## src/rtl/fp_wb_pkg.sv

```systemverilog
`default_nettype none
// ============================================================================
//  Module      : fp_wb_pkg
//  Description : Shared constants and source-select type for the FP
//                register-file write-back controller.
//  Revision    : 1.0 - initial release
// ============================================================================
package fp_wb_pkg;

    // Register 0 is hard-wired to the constant 1.0 and is never written
    localparam logic [31:0] FP_ONE      = 32'h3f80_0000;
    localparam int          FP_ZERO_REG = 0;

    // Write-back source; the value doubles as the request/grant bit index
    typedef enum logic {
        SRC_LD  = 1'b0,
        SRC_FPU = 1'b1
    } src_e;

endpackage
`default_nettype wire

```

## src/rtl/rr_arb2.sv

```systemverilog
`default_nettype none
// ============================================================================
//  Module      : rr_arb2
//  Description : Two-request round-robin arbiter with one-hot grants. The
//                pointer only advances when both requesters contend.
//  Revision    : 1.0 - initial release
// ============================================================================
module rr_arb2
    import fp_wb_pkg::*;
(
    input  logic       Clk,
    input  logic       Reset_n,
    input  logic [1:0] Req,
    output logic [1:0] Grant
);

    src_e r_ptr;
    logic w_both;

    assign w_both = Req[SRC_LD] & Req[SRC_FPU];

    // Grant the sole requester, or the favoured one when both request
    always_comb begin
        Grant = 2'b00;
        if (w_both) begin
            Grant[r_ptr] = 1'b1;
        end else begin
            Grant = Req;
        end
    end

    // Pointer flips away from the winner after a contended grant only
    always_ff @(posedge Clk or negedge Reset_n) begin
        if (!Reset_n) begin
            r_ptr <= SRC_LD;
        end else if (w_both) begin
            r_ptr <= (r_ptr == SRC_LD) ? SRC_FPU : SRC_LD;
        end
    end

endmodule
`default_nettype wire

```

## src/rtl/fp_wb_ctrl.sv

```systemverilog
`default_nettype none
// ============================================================================
//  Module      : fp_wb_ctrl
//  Description : FP register-file write-back controller. Arbitrates the FPU
//                and load result streams onto the single regfile write port
//                through a registered write stage, and keeps a per-register
//                pending-write scoreboard.
//  Revision    : 1.0 - initial release
// ============================================================================
module fp_wb_ctrl
    import fp_wb_pkg::*;
#(
    parameter int DATA_W = 32,
    parameter int REG_AW = 5
) (
    input  logic              Clk,
    input  logic              Reset_n,
    input  logic              IssueValid,
    input  logic [REG_AW-1:0] IssueReg,
    output logic              IssueBusy,
    input  logic              FpuValid,
    output logic              FpuReady,
    input  logic [REG_AW-1:0] FpuReg,
    input  logic [DATA_W-1:0] FpuData,
    input  logic              LdValid,
    output logic              LdReady,
    input  logic [REG_AW-1:0] LdReg,
    input  logic [DATA_W-1:0] LdData,
    output logic [DATA_W-1:0] WriteData,
    output logic [REG_AW-1:0] WriteRegister,
    output logic              RegWrite,
    output logic [31:0]       Busy
);

    localparam logic [REG_AW-1:0] C_ZERO_REG = REG_AW'(FP_ZERO_REG);

    logic [1:0]        w_req;
    logic [1:0]        w_grant;
    logic              w_xfer;
    logic [REG_AW-1:0] w_selReg;
    logic [DATA_W-1:0] w_selData;
    logic [31:0]       w_setVec;
    logic [31:0]       w_clrVec;
    logic [31:0]       w_busyNext;

    logic              r_wrEn;
    logic [REG_AW-1:0] r_wrReg;
    logic [DATA_W-1:0] r_wrData;
    logic [31:0]       r_busy;

    assign w_req[SRC_LD]  = LdValid;
    assign w_req[SRC_FPU] = FpuValid;

    rr_arb2 u_arb (
        .Clk     (Clk),
        .Reset_n (Reset_n),
        .Req     (w_req),
        .Grant   (w_grant)
    );

    // Ready is the grant, held low while reset is asserted
    assign LdReady  = w_grant[SRC_LD]  & Reset_n;
    assign FpuReady = w_grant[SRC_FPU] & Reset_n;
    assign w_xfer   = LdReady | FpuReady;

    assign w_selReg  = w_grant[SRC_FPU] ? FpuReg  : LdReg;
    assign w_selData = w_grant[SRC_FPU] ? FpuData : LdData;

    // Write stage: a transfer drives the regfile port for exactly one cycle;
    // transfers to register 0 are accepted but never enable the write
    always_ff @(posedge Clk or negedge Reset_n) begin
        if (!Reset_n) begin
            r_wrEn   <= 1'b0;
            r_wrReg  <= '0;
            r_wrData <= '0;
        end else begin
            r_wrEn <= w_xfer && (w_selReg != C_ZERO_REG);
            if (w_xfer) begin
                r_wrReg  <= w_selReg;
                r_wrData <= w_selData;
            end
        end
    end

    assign RegWrite      = r_wrEn;
    assign WriteRegister = r_wrReg;
    assign WriteData     = r_wrData;

    // Scoreboard: clear on the regfile capture edge, set on issue; set wins
    // and bit 0 can never become busy
    assign w_setVec   = (IssueValid && (IssueReg != C_ZERO_REG)) ? (32'd1 << IssueReg) : 32'd0;
    assign w_clrVec   = r_wrEn ? (32'd1 << r_wrReg) : 32'd0;
    assign w_busyNext = ((r_busy & ~w_clrVec) | w_setVec) & ~32'd1;

    // Scoreboard register
    always_ff @(posedge Clk or negedge Reset_n) begin
        if (!Reset_n) begin
            r_busy <= '0;
        end else begin
            r_busy <= w_busyNext;
        end
    end

    assign Busy      = r_busy;
    assign IssueBusy = |(r_busy & (32'd1 << IssueReg));

endmodule
`default_nettype wire

```

## config.mk

```make
export PLATFORM = sky130hd
export DESIGN_NAME = fp_wb_ctrl
export DESIGN_NICKNAME = d
export VERILOG_FILES = /design/src/rtl/fp_wb_pkg.sv /design/src/rtl/rr_arb2.sv /design/src/rtl/fp_wb_ctrl.sv
export SDC_FILE = /design/constraint.sdc
export NUM_CORES = 1
export LEC_CHECK = 0
export ABC_AREA = 1
export BUFFER_PORTS_ARGS = -buffer_cell sky130_fd_sc_hd__buf_4
export CORE_MARGIN = 3
export CORE_UTILIZATION = 48
export DETAILED_ROUTE_END_ITERATION = 8
export GPL_ROUTABILITY_DRIVEN = 0
export PLACE_DENSITY = 0.8
export SLEW_MARGIN = 25
export SYNTH_ARGS = -nofsm -noshare
export SYNTH_HDL_FRONTEND = slang
export SYNTH_HIERARCHICAL = 1
export SYNTH_SLANG_ARGS = --single-unit
```

## constraint.sdc

```tcl
create_clock -name Clk -period 1.75 [get_ports Clk]
set_clock_uncertainty 0.05 [all_clocks]
set_input_delay 0.0875 -clock Clk [delete_from_list [all_inputs] [get_ports Clk]]
set_output_delay 0.0875 -clock Clk [all_outputs]
set_load 0.03 [all_outputs]
```

=== Yosys cells after proc, flatten, opt, wreduce, memory -nomap -nowiden ===
Cells that the tools add are included.

* Memory bits (read-only): 0
* Logic and storage cells: 31
* Latch bits: 0
* Input bits: 84
* Memories: 0
* Output and inout port bits: 73
* RAM bits: 0
* Flip-flop bits (word level): 70

* Reductions and logical operators: 6
* Equal/unequal tests: 0
* $mul: 0
* Add/sub/neg operators: 0
* Divide/modulo/power cells: 0
* Bitwise gates (word level): 8
* Mux-type cells: 8
* Shifts and indexed selects: 2
* $lt $le $gt $ge: 2

{| class="wikitable"
|+ Operators with widths
! kind !! number
|-
| 32-bit two-way mux || 3
|-
| 32-bit bitwise AND || 2
|-
| 1-bit by 5-bit << shifter with 32-bit output (first input constant) || 2
|-
| 32-bit NOT || 1
|-
| 32-bit bitwise OR || 1
|-
| 32-bit OR reduction || 1
|-
| 5-bit nonzero test || 2
|-
| 5-bit two-way mux || 1
|-
| 1-bit bitwise AND || 3
|-
| 1-bit logical AND || 3
|-
| 1-bit by 2-bit < comparator with 1-bit output (second input constant) || 1
|-
| 1-bit two-way mux || 2
|-
| 2-bit two-way mux || 1
|-
| 1-bit demux with 1-bit select || 1
|-
| 1-bit greater-or-equal comparator (second input constant) || 1
|-
| 1-bit bitwise OR || 1
|}

=== Depth between registers and ports, before layout ===
Gate-level depths: netlist (run 1).

* Depth in word-level cells: 8
* Depth in mapped cells: 11
* Mapped depth without buffers: 10

=== Cells and area by module ===
Netlist (run 1), hierarchy kept.

{| class="wikitable"
|+ Modules (own cells, without submodules)
! module !! sequential area each (µm²) !! area each (µm²) !! instances !! cells an instance
|-
| fp_wb_ctrl || 1726.7 || 3701.0 || 1 || 507
|-
| rr_arb2 || 25.0 || 61.3 || 1 || 10
|}

=== Least setup slack after synthesis (run 1) ===
Ideal clock, no wire load.

* Path kind: reg2reg
* Start point: register u_arb.r_ptr
* End point: register r_wrData[13], in the netlist WriteData[13]
* Path buffers: 1
* Arrival time: 1.338 ns
* Setup slack: 0.231 ns
* Period minus slack after synthesis: 1.519 ns
* Library setup time: 0.130 ns
* Cell stages (with the launch flop): 9
* Data required time: 1.570 ns
* Cell sequence: dfrtp_1 > inv_1 > nand3_1 > nand2_1 > nand2_1 > inv_1 > nor2_1 > clkbuf_1 > o21ai_0

* Word-level cells in the longest chain between the ends: 7
* Elaborated cells on any way between the ends: 10
* Those cells by class: order compare (2); mux (4); bitwise (3); reduce/logical (1)

{| class="wikitable"
|+ RTL lines
! item !! RTL line !! source
|-
| from (decl) || rr_arb2.sv:17 || <nowiki>src_e r_ptr;</nowiki>
|-
| from (signal assigned) || rr_arb2.sv:37 || <nowiki>r_ptr <= (r_ptr == SRC_LD) ? SRC_FPU : SRC_LD;</nowiki>
|-
| 1-bit by 2-bit < comparator with 1-bit output (implied by the code) or 1-bit greater-or-equal comparator (tied branches) || rr_arb2.sv:26 || <nowiki>Grant[r_ptr] = 1'b1;</nowiki>
|-
| 1-bit logical AND (implied by the code) || rr_arb2.sv:26 ||
|-
| 1-bit two-way mux (implied by the code) || rr_arb2.sv:26 ||
|-
| 1-bit demux with 1-bit select (*) || n/a ||
|-
| 2-bit two-way mux (*) || rr_arb2.sv:25 || <nowiki>if (w_both) begin</nowiki>
|-
| named net w_grant[0] || fp_wb_ctrl.sv:38 || <nowiki>logic [1:0] w_grant;</nowiki>
|-
| 1-bit bitwise AND (*) || fp_wb_ctrl.sv:62 || <nowiki>assign LdReady = w_grant[SRC_LD] & Reset_n;</nowiki>
|-
| named net LdReady || fp_wb_ctrl.sv:26 || <nowiki>output logic LdReady,</nowiki>
|-
| 1-bit bitwise OR (*) || fp_wb_ctrl.sv:64 || <nowiki>assign w_xfer = LdReady | FpuReady;</nowiki>
|-
| to (signal assigned) || fp_wb_ctrl.sv:80 || <nowiki>r_wrData <= w_selData;</nowiki>
|-
| to (decl) || fp_wb_ctrl.sv:48 || <nowiki>logic [DATA_W-1:0] r_wrData;</nowiki>
|}

Mark *: on every way through the listed nets, which the timed path passes. The rest lies on a longest branch.
A chain may end at the register's enable or synchronous reset.

=== Worst setup path in the final report (run 1) ===
* Start point: register r_busy[7], in the netlist Busy[7]
* End point: output port IssueBusy

* Word-level cells in the longest chain between the ends: 2

{| class="wikitable"
|+ RTL lines
! item !! RTL line !! source
|-
| from (decl) || fp_wb_ctrl.sv:49 || <nowiki>logic [31:0] r_busy;</nowiki>
|-
| from (signal assigned) || fp_wb_ctrl.sv:100 || <nowiki>r_busy <= w_busyNext;</nowiki>
|-
| 32-bit bitwise AND || fp_wb_ctrl.sv:105 || <nowiki>assign IssueBusy = |(r_busy & (32'd1 << IssueReg));</nowiki>
|-
| 32-bit OR reduction || fp_wb_ctrl.sv:105 ||
|-
| to (decl) || fp_wb_ctrl.sv:20 || <nowiki>output logic IssueBusy,</nowiki>
|}

No other way between the ends.

==> out/metrics.yaml, run 1 <==
stdcell_count: 791
ant_nets: 0
cts.repair.resized: 0
synthArstFlopShare: 1.00
syn2layout_area_growth_pct: 45.5
min_period_over_period: 0.924
power.density_nw_per_um2: 1320
synthDistinctLibCells: 22
rows: 31
dpl.cell_count: 755
die_x_um: 94.5
synth-warning-count: 6
routed_wl_um: 11900
yosys-top-cells-count: "142 x nand2_1, 118 x o21ai_0, 70 x dfrtp_1"
grt_first_pass_wirelength_um: 18800
core_area_um2: 7410
die-area_um2: 8940
max_cap_violations: 0
synth-edff-count: 0
cts_made_buffers: 9
seqCellArea_um2: 1750
required_ns: 1.61
ys.flop_type: "dfrtp_1"
synth_top_area_share: 0.466
syn_inst: 517
rsz0062_at_grt: "no"
finalHoldViolCount: 0
fin_crit_ns: 1.62
ir_drop_uv: 477
setup-tns-final_ns: 0
arrival_ns: 1.48
grt_pass1_vias: 3971
fin_util: 0.739
start_util: 0.508
worst_slew_pin_slew_ns: 0.665
grt_max_degree: 55
clockBufferDepth: 2
post_drt_wl_per_cell_um: 15.1
synth_top_family_by_area: "simple AND/OR/NAND/NOR gates"
yosys_register_bits: 70
post-route-drc-count: 0
timing.reg2reg.setup_slack_ns: 0.20
power.leakage_nw: 2.69
rr_worst_depth: 5
hold_class: "input port to flip-flop"
cpMaxStageDelayCell: "dfrtp_1"
critical-path-max-stage-delay_ns: 0.41
drt_iter0_drc: 218
num-fill-cells: 587
post-cts-setup-buffer-count: 0
synth_nets: 601
cts.clk_slew.worst_paths_ns: 0.07
setup_violations: 0
r2r-end: "Busy[10]$_DFF_PN0_"
nets: 771
ys_seq_area_frac: 0.466
slew_headroom: 0.556
synth_top_area_cell: "dfrtp_1"
syn_area_um2: 3760
synth_top_cells_by_area: "dfrtp_1 47%, o21ai_0 16%, nand2_1 14%"
muxShareOfSynthArea: 0.00266
yosys.area_share.simple: 0.266
crit_buf_inv: 1
diodes: 0
cts_sinks: 70
place_area_um2: 5060
clock_latency_ns: 0.34
slew_violations: 0
critPathCapture: "IssueBusy"
vias: 4182
startpoint: "Busy[7]$_DFF_PN0_"
multi_input_area_um2: 1690
drive_gt1_frac: 0.276
crit_fanout: 3
syn_avg_cell_area_um2: 7.28
cts-htree-levels: 3
max_freq_mhz: 618
gr-usage-all-layers: 0.269
boundaryPins: 157
crit_cells: 7
worstSetupPathType: "flip-flop to output port"
first_pass_iters: 5
synth-compound-area-share: 0.175
yosys.cell_count.top_type: "nand2_1"
synth_xor_xnor_area_share: 0
design_area_um2: 5480
status: "completed"
crit_chain: "nand4_1 -> nand2_1 -> nor2_1 -> nand2_1 -> nor2_1 -> nand2_1 -> buf_4"
end_kind: "output port"
cts_tree: "built"
dpl.hpwl_um: 8620
vias_per_cell: 5.29
path_delay_family: "simple AND/OR/NAND/NOR gates"
die_h_um: 94.5
cp-start-kind: "flip-flop"
cpMostUsedCell: "nand2_1"
worstReg2RegStart: "WriteRegister[2]$_DFFE_PN0P_"
finalPower_w: 0.00721
overflow: 0
io_buffers: 155
cts_root_buf: "clkbuf_8"
grt_antenna_before_repair: 0
synthAdderAreaFrac: 0
power by group:
part / leakage (nW) / switching [W] / internal [W]
Combinational: 1.79 / 0.00202 / 0.00116
Clock: 0.102 / 0.000591 / 0.000808
Sequential: 0.793 / 0.000476 / 0.00215
Total: 2.69 / 0.00309 / 0.00412
metal layers:
| layer | part of all wire | GRT usage |
|---|---|---|
| met5 | 0 | 0 |
| met2 | 0.48 | 0.442 |
| met1 | 0.39 | 0.341 |
| met4 | 0.027 | 0.107 |
| met3 | 0.10 | 0.0677 |
kinds of logic (layout without fill, tap and decap cells):
family	count (synthesis)	count (layout)
other cells	1	1
simple gates	233	233
buf+inv	84	259
flops	70	70
compound gates	128	128
mux	1	1
how the worst min path moves through the flow:
stage	slack, ns	cells after the start	from	endpoint
5_1_grt	0.008	3	LdData[4]	WriteData[4]$_DFFE_PN0P_
4_1_cts	0.001	3	LdData[19]	WriteData[19]$_DFFE_PN0P_
2_1_floorplan	-0.26	0	Reset_n	Busy[10]$_DFF_PN0_
6_report	0.01	3	LdData[19]	WriteData[19]$_DFFE_PN0P_
3_3_place_gp	-0.09	1	Reset_n	WriteData[28]$_DFFE_PN0P_
3_5_place_dp	-0.08	1	Reset_n	WriteData[28]$_DFFE_PN0P_
worst register-to-register path, cell delays in order (launching register included):
cell and delay [ns]:
dfrtp_1 0.45, buf_4 0.19, nor3_1 0.26, nand2_1 0.11, o21ai_0 0.21, o21ai_0 0.14
through the flow:
| step | hold slack, ns | setup slack [ns] |
|---|---|---|
| after floorplan | -0.258 | 0.231 |
| after global placement | -0.0860 | 0.276 |
| after detailed placement | -0.0810 | 0.213 |
| after CTS | 0.00146 | 0.136 |
| after global routing | 0.00796 | 0.0133 |
| final | 0.00951 | 0.133 |
placed cells by master (no fill, tap or decap), types with 5 or more instances in the layout:
| master | n |
|---|---|
| buf_4 | 167 |
| clkbuf_8 | 9 |
| dfrtp_1 | 70 |
| dlygate4sd3_1 | 21 |
| inv_1 | 51 |
| nand2_1 | 142 |
| nand3_1 | 34 |
| nand4_1 | 20 |
| nor2_1 | 25 |
| o21ai_0 | 118 |
| o31ai_1 | 5 |
cell type report:
cell class              count  share of cell area
flip-flops and latches     70               0.320
well taps                  99              0.0226
inverters                  53              0.0363
multi-input cells         363               0.309
clock inverters             3              0.0126
clock buffers              13              0.0254
repair buffers            190               0.275
state kept, by name, summed over array words and instances, names as in the netlist:
register	cells
u_arb/r_ptr	1
Busy	31
WriteData	32
WriteRegister	5
RegWrite	1
what timing repair did:
action,CTS,global route
hold endpoints to repair,35,0
hold buffers,21,0
endpoints found under the setup margin,0,1
(Power assumes the default switching activity.)
==> run 2: changes to the inputs <==
- GPL_TIMING_DRIVEN: unset -> 1
- SETUP_SLACK_MARGIN: unset -> 0.15
==> out/metrics.yaml, run 2 (synthesis gave the netlist of run 1 again) <==
status: "completed"
ir_drop_uv: 499  # +4.6%
arrival_ns: 1.44  # -0.04 ns
core_area_um2: 7410  # unchanged
min_path_cells: 3  # unchanged
finalHoldViolCount: 0  # unchanged
max_cap_violations: 0  # unchanged
diodes: 0  # unchanged
crit_fanout: 3  # unchanged
largest_register_ffs: 32  # unchanged
setup_violations: 0  # unchanged
drt_iter0_drc: 277  # +27%
clock_latency_ns: 0.34  # about the same
cts_sinks: 70  # unchanged
vias: 4294  # +2.7%
worstReg2RegStart: "WriteRegister[1]$_DFFE_PN0P_"
cts-htree-levels: 3  # unchanged
cts_made_buffers: 9  # unchanged
setup-tns-final_ns: 0  # unchanged
min_to: "WriteData[19]$_DFFE_PN0P_"
whs_ns: 0.00477  # -0.00473 ns
hold_class: "input port to flip-flop"
power.density_nw_per_um2: 1320  # about the same
die_h_um: 94.5  # unchanged
vias_per_cell: 5.37  # +1.5%
syn2layout_area_growth_pct: 48.8
holdCritStartpoint: "LdData[19]"
timing.reg2reg.setup_slack_ns: 0.19  # about the same
cts_root_buf: "clkbuf_8"
die_x_um: 94.5  # unchanged
required_ns: 1.61  # about the same
post_drt_wl_per_cell_um: 15.4  # +2.2%
rsz0062_at_grt: "yes"
cp-start-kind: "flip-flop"
overflow: 0  # unchanged
power.leakage_nw: 2.75  # +2.2%
finalPower_w: 0.00737  # +2.2%
fin_ws_ns: 0.173  # +0.0406 ns
num-fill-cells: 574  # -2.2%
boundaryPins: 157  # unchanged
nets: 780  # +1.2%
gr-usage-all-layers: 0.270  # +0.000508
grt_max_degree: 55  # unchanged
end_kind: "output port"
rr_worst_depth: 5  # unchanged
dpl.hpwl_um: 8620  # unchanged
place_ws_ns: 0.213  # unchanged
worst_slew_pin_slew_ns: 0.678  # +0.0130 ns
routed_wl_um: 12300  # +3.4%
fin_util: 0.756  # +0.0166
ant_nets: 0  # unchanged
max_freq_mhz: 634  # +2.6%
min_period_over_period: 0.901  # -0.0232
layout_commonest_cell: "buf_4"
post-route-drc-count: 0  # unchanged
rows: 31  # unchanged
r2r-end: "Busy[15]$_DFF_PN0_"
cts.clk_slew.worst_paths_ns: 0.07  # about the same
most-common-layout-cells: "172 x buf_4, 142 x nand2_1, 118 x o21ai_0"
grt_antenna_before_repair: 0  # unchanged
drive_gt1_frac: 0.294  # +0.0179
startpoint: "Busy[15]$_DFF_PN0_"
fin_crit_ns: 1.58  # -0.0406 ns
cts_tree: "built"
start_util: 0.508  # unchanged
first_pass_iters: 6  # +1
die-area_um2: 8940  # unchanged
slew_violations: 0  # unchanged
clockBufferDepth: 2  # unchanged
worstSetupPathType: "flip-flop to output port"
io_buffers: 155  # unchanged
slew_headroom: 0.548  # -0.00870
grt_first_pass_wirelength_um: 18800  # +0.15%
grt_pass1_vias: 3983  # +0.30%
[run 2: cell types whose count changed in the layout (fill, tap and decap cells not counted)]
cell	change
buf_4	+5
nor2_2	+1
buf_12	+1
nor3_2	+2
dfrtp_1	-1
buf_6	+1
clkbuf_16	+1
buf_8	+1
nor3_1	-2
dfrtp_2	+1
inv_2	+2
inv_1	-2
nor2_1	-1
[run 2: cell type report]
cell class | count | area (um2) | share of cell area
multi-input cells | 363 | 1700 | 0.304
inverters | 53 | 199 | 0.0355
clock inverters | 3 | 68.8 | 0.0123
flip-flops and latches | 70 | 1750 | 0.313
well taps | 99 | 124 | 0.0221
repair buffers | 199 | 1610 | 0.288
clock buffers | 13 | 139 | 0.0248
[run 2: critical path: stages, from the launching register on]
cell and delay [ns]:
dfrtp_1 0.42, nand4_1 0.11, nand2_1 0.06, nor2_1 0.10, nand2_1 0.07, nor2_2 0.12
nand2_1 0.08, buf_6 0.14
[run 2: worst max-delay path by stage]
stage	depth (start not counted)	endpoint
after floorplan	8	WriteData[13]$_DFFE_PN0P_
after global placement	7	WriteData[22]$_DFFE_PN0P_
after detailed placement	6	WriteData[22]$_DFFE_PN0P_
after CTS	7	IssueBusy
after global routing	7	IssueBusy
final	7	IssueBusy
[run 2: layer usage]
layer	vias to the layer above	routed length (um)	global-route usage
met3	32	1390	0.0677
met5	-	0	0
met1	1933	4640	0.341
met4	0	284	0.107
li1	2051	-	-
met2	278	5990	0.443
[run 2: metrics by stage]
stage / cell area [um2] / cells
final: 5600 / 800
after global routing: 5600 / 800
after CTS: 5520 / 796
after detailed placement: 5060 / 755
after global placement: 5060 / 755
after floorplan: 3760 / 517
[run 2: timing repair]
item                                   4_1_cts  5_1_grt
gates resized for setup                      1        8
hold buffers                                21        0
endpoints found under the hold margin       35        0
pin swaps                                    1        1
setup buffers                                4        3
cloned                                       0        1
setup endpoints to repair                    1       36
[run 2: where the power goes]
part / switching, W / internal [W] / total [W] / leakage [nW]
registers: 0.000473 / 0.00215 / 0.00262 / 0.791
clock network: 0.000595 / 0.000808 / 0.00140 / 0.102
logic: 0.00208 / 0.00127 / 0.00334 / 1.85
==> run 3: changes to the inputs <==
- CTS_BUF_LIST: unset -> sky130_fd_sc_hd__clkbuf_8 sky130_fd_sc_hd__clkbuf_16
==> out/metrics.yaml, run 3 (synthesis gave the netlist of run 1 again) <==
arrival_ns: 1.45  # about the same
most-common-layout-cells: "172 x buf_4, 142 x nand2_1, 118 x o21ai_0"
dpl.hpwl_um: 8620  # unchanged
max_cap_violations: 0  # unchanged
grt_pass1_vias: 3973  # -0.25%
io_buffers: 155  # unchanged
first_pass_iters: 5  # -1
multi_input_area_um2: 1700  # unchanged
slew_headroom: 0.550  # +0.00239
required_ns: 1.61  # about the same
gr-usage-all-layers: 0.269  # -0.000339
rows: 31  # unchanged
core_area_um2: 7410  # unchanged
cts.clk_slew.worst_paths_ns: 0.07  # about the same
power_frac_seq: 0.357  # about the same
boundaryPins: 157  # unchanged
p_switching_w: 0.00314  # about the same
end_kind: "output port"
routed_wl_um: 12300  # -0.47%
vias_per_cell: 5.33  # -0.78%
finalPower_w: 0.00734  # -0.35%
power.leakage_nw: 2.76  # +0.45%
drt_iter0_drc: 262  # -5.4%
cts_tree: "built"
post_drt_wl_per_cell_um: 15.3  # -0.35%
max_freq_mhz: 630  # -0.70%
power.density_nw_per_um2: 1310  # -0.17%
p_int_w: 0.00420  # -0.58%
cp-start-kind: "flip-flop"
grt_max_degree: 55  # unchanged
status: "completed"
cts-htree-levels: 3  # unchanged
worst_slew_pin_slew_ns: 0.675  # -0.00358 ns
seqCellArea_um2: 1750  # unchanged
ant_nets: 0  # unchanged
die-area_um2: 8940  # unchanged
vias: 4255  # -0.91%
layout_commonest_cell: "buf_4"
syn2layout_area_growth_pct: 48.5
die_x_um: 94.5  # unchanged
grt_antenna_before_repair: 0  # unchanged
p_clk_frac: 0.188  # -0.002
slew_violations: 0  # unchanged
ir_drop_uv: 491  # -1.5%
num-fill-cells: 575  # +0.17%
fin_crit_ns: 1.59  # +0.0112 ns
timing.reg2reg.setup_slack_ns: 0.20  # about the same
clock_latency_ns: 0.34  # about the same
setup-tns-final_ns: 0  # unchanged
cts_sinks: 70  # unchanged
drive_gt1_frac: 0.294  # +0.000420
start_util: 0.508  # unchanged
crit_fanout: 3  # unchanged
rsz0062_at_grt: "yes"
min_period_over_period: 0.907  # +0.00638
setup_violations: 0  # unchanged
diodes: 0  # unchanged
cts_made_buffers: 9  # unchanged
post-route-drc-count: 0  # unchanged
die_h_um: 94.5  # unchanged
power_frac_comb: 0.455  # about the same
hold_class: "input port to flip-flop"
finalHoldViolCount: 0  # unchanged
worstSetupPathType: "flip-flop to output port"
largest_register_ffs: 32  # unchanged
clockBufferDepth: 2  # unchanged
overflow: 0  # unchanged
grt_first_pass_wirelength_um: 18800  # -0.11%
sw_frac_of_total: 0.428  # +0.00132
nets: 779  # -0.13%
cts_root_buf: "clkbuf_8"
## run 3: stage by stage
stage               hold slack [ns]  setup slack [ns]   util  cells  cell area [um2]
global route                0.00766            0.0783  0.754    799             5590
detailed placement          -0.0810             0.213  0.684    755             5060
finish                      0.00821             0.162  0.754    799             5590
floorplan                    -0.258             0.231      -    517             3760
CTS                         0.00126             0.156  0.743    795             5510
global placement            -0.0860             0.276  0.684    755             5060
## run 3: final cells by class
type / instances / area share
multi-input cells: 363 / 0.305
clock inverters: 7 / 0.0150
repair buffers: 198 / 0.287
clock buffers: 9 / 0.0222
well taps: 99 / 0.0222
flip-flops and latches: 70 / 0.314
inverters: 53 / 0.0356
## run 3: power by group through the flow
| stage | combinational, W | sequential, W | clock, W |
|---|---|---|---|
| 3_5_place_dp | 0.00316 | 0.00263 | 0 |
| 6_report | 0.00334 | 0.00262 | 0.00138 |
| 2_1_floorplan | 0.000768 | 0.00356 | 0 |
| 3_3_place_gp | 0.00311 | 0.00261 | 0 |
| 4_1_cts | 0.00327 | 0.00260 | 0.00140 |
| 5_1_grt | 0.00358 | 0.00267 | 0.00147 |
## run 3: timing repair
item                                    in CTS  in global routing
gates resized for setup                      1                  8
pin swaps                                    1                  1
gates cloned                                 0                  1
hold buffers                                20                  0
setup buffers                                4                  3
endpoints found under the setup margin       1                 36
hold endpoints to repair                    36                  0
## run 3: worst max-delay path, cell delays in order (launching register included)
cell and delay [ns]:
dfrtp_1 0.42, nand4_1 0.12, nand2_1 0.06, nor2_1 0.08, nand2_1 0.07, nor2_2 0.13, nand2_1 0.09, buf_6 0.14
## run 3: layer usage
| metal | wire length (um) | track usage | vias to the layer above |
|---|---|---|---|
| met5 | 0 | 0 | - |
| met3 | 1340 | 0.0677 | 29 |
| li1 | - | - | 2050 |
| met4 | 303 | 0.107 | 0 |
| met1 | 4610 | 0.341 | 1899 |
| met2 | 6000 | 0.442 | 277 |
## run 3: final timing paths
kind,from,end,cells after the start
hold / removal,LdData[19],WriteData[19]$_DFFE_PN0P_,3
setup reg to reg,WriteRegister[1]$_DFFE_PN0P_,Busy[15]$_DFF_PN0_,5
max in group asynchronous,Reset_n,WriteRegister[0]$_DFFE_PN0P_,3
hold reg to reg,WriteData[1]$_DFFE_PN0P_,WriteData[1]$_DFFE_PN0P_,2
min in group asynchronous,Reset_n,WriteData[28]$_DFFE_PN0P_,2
setup / recovery,Busy[27]$_DFF_PN0_,IssueBusy,7
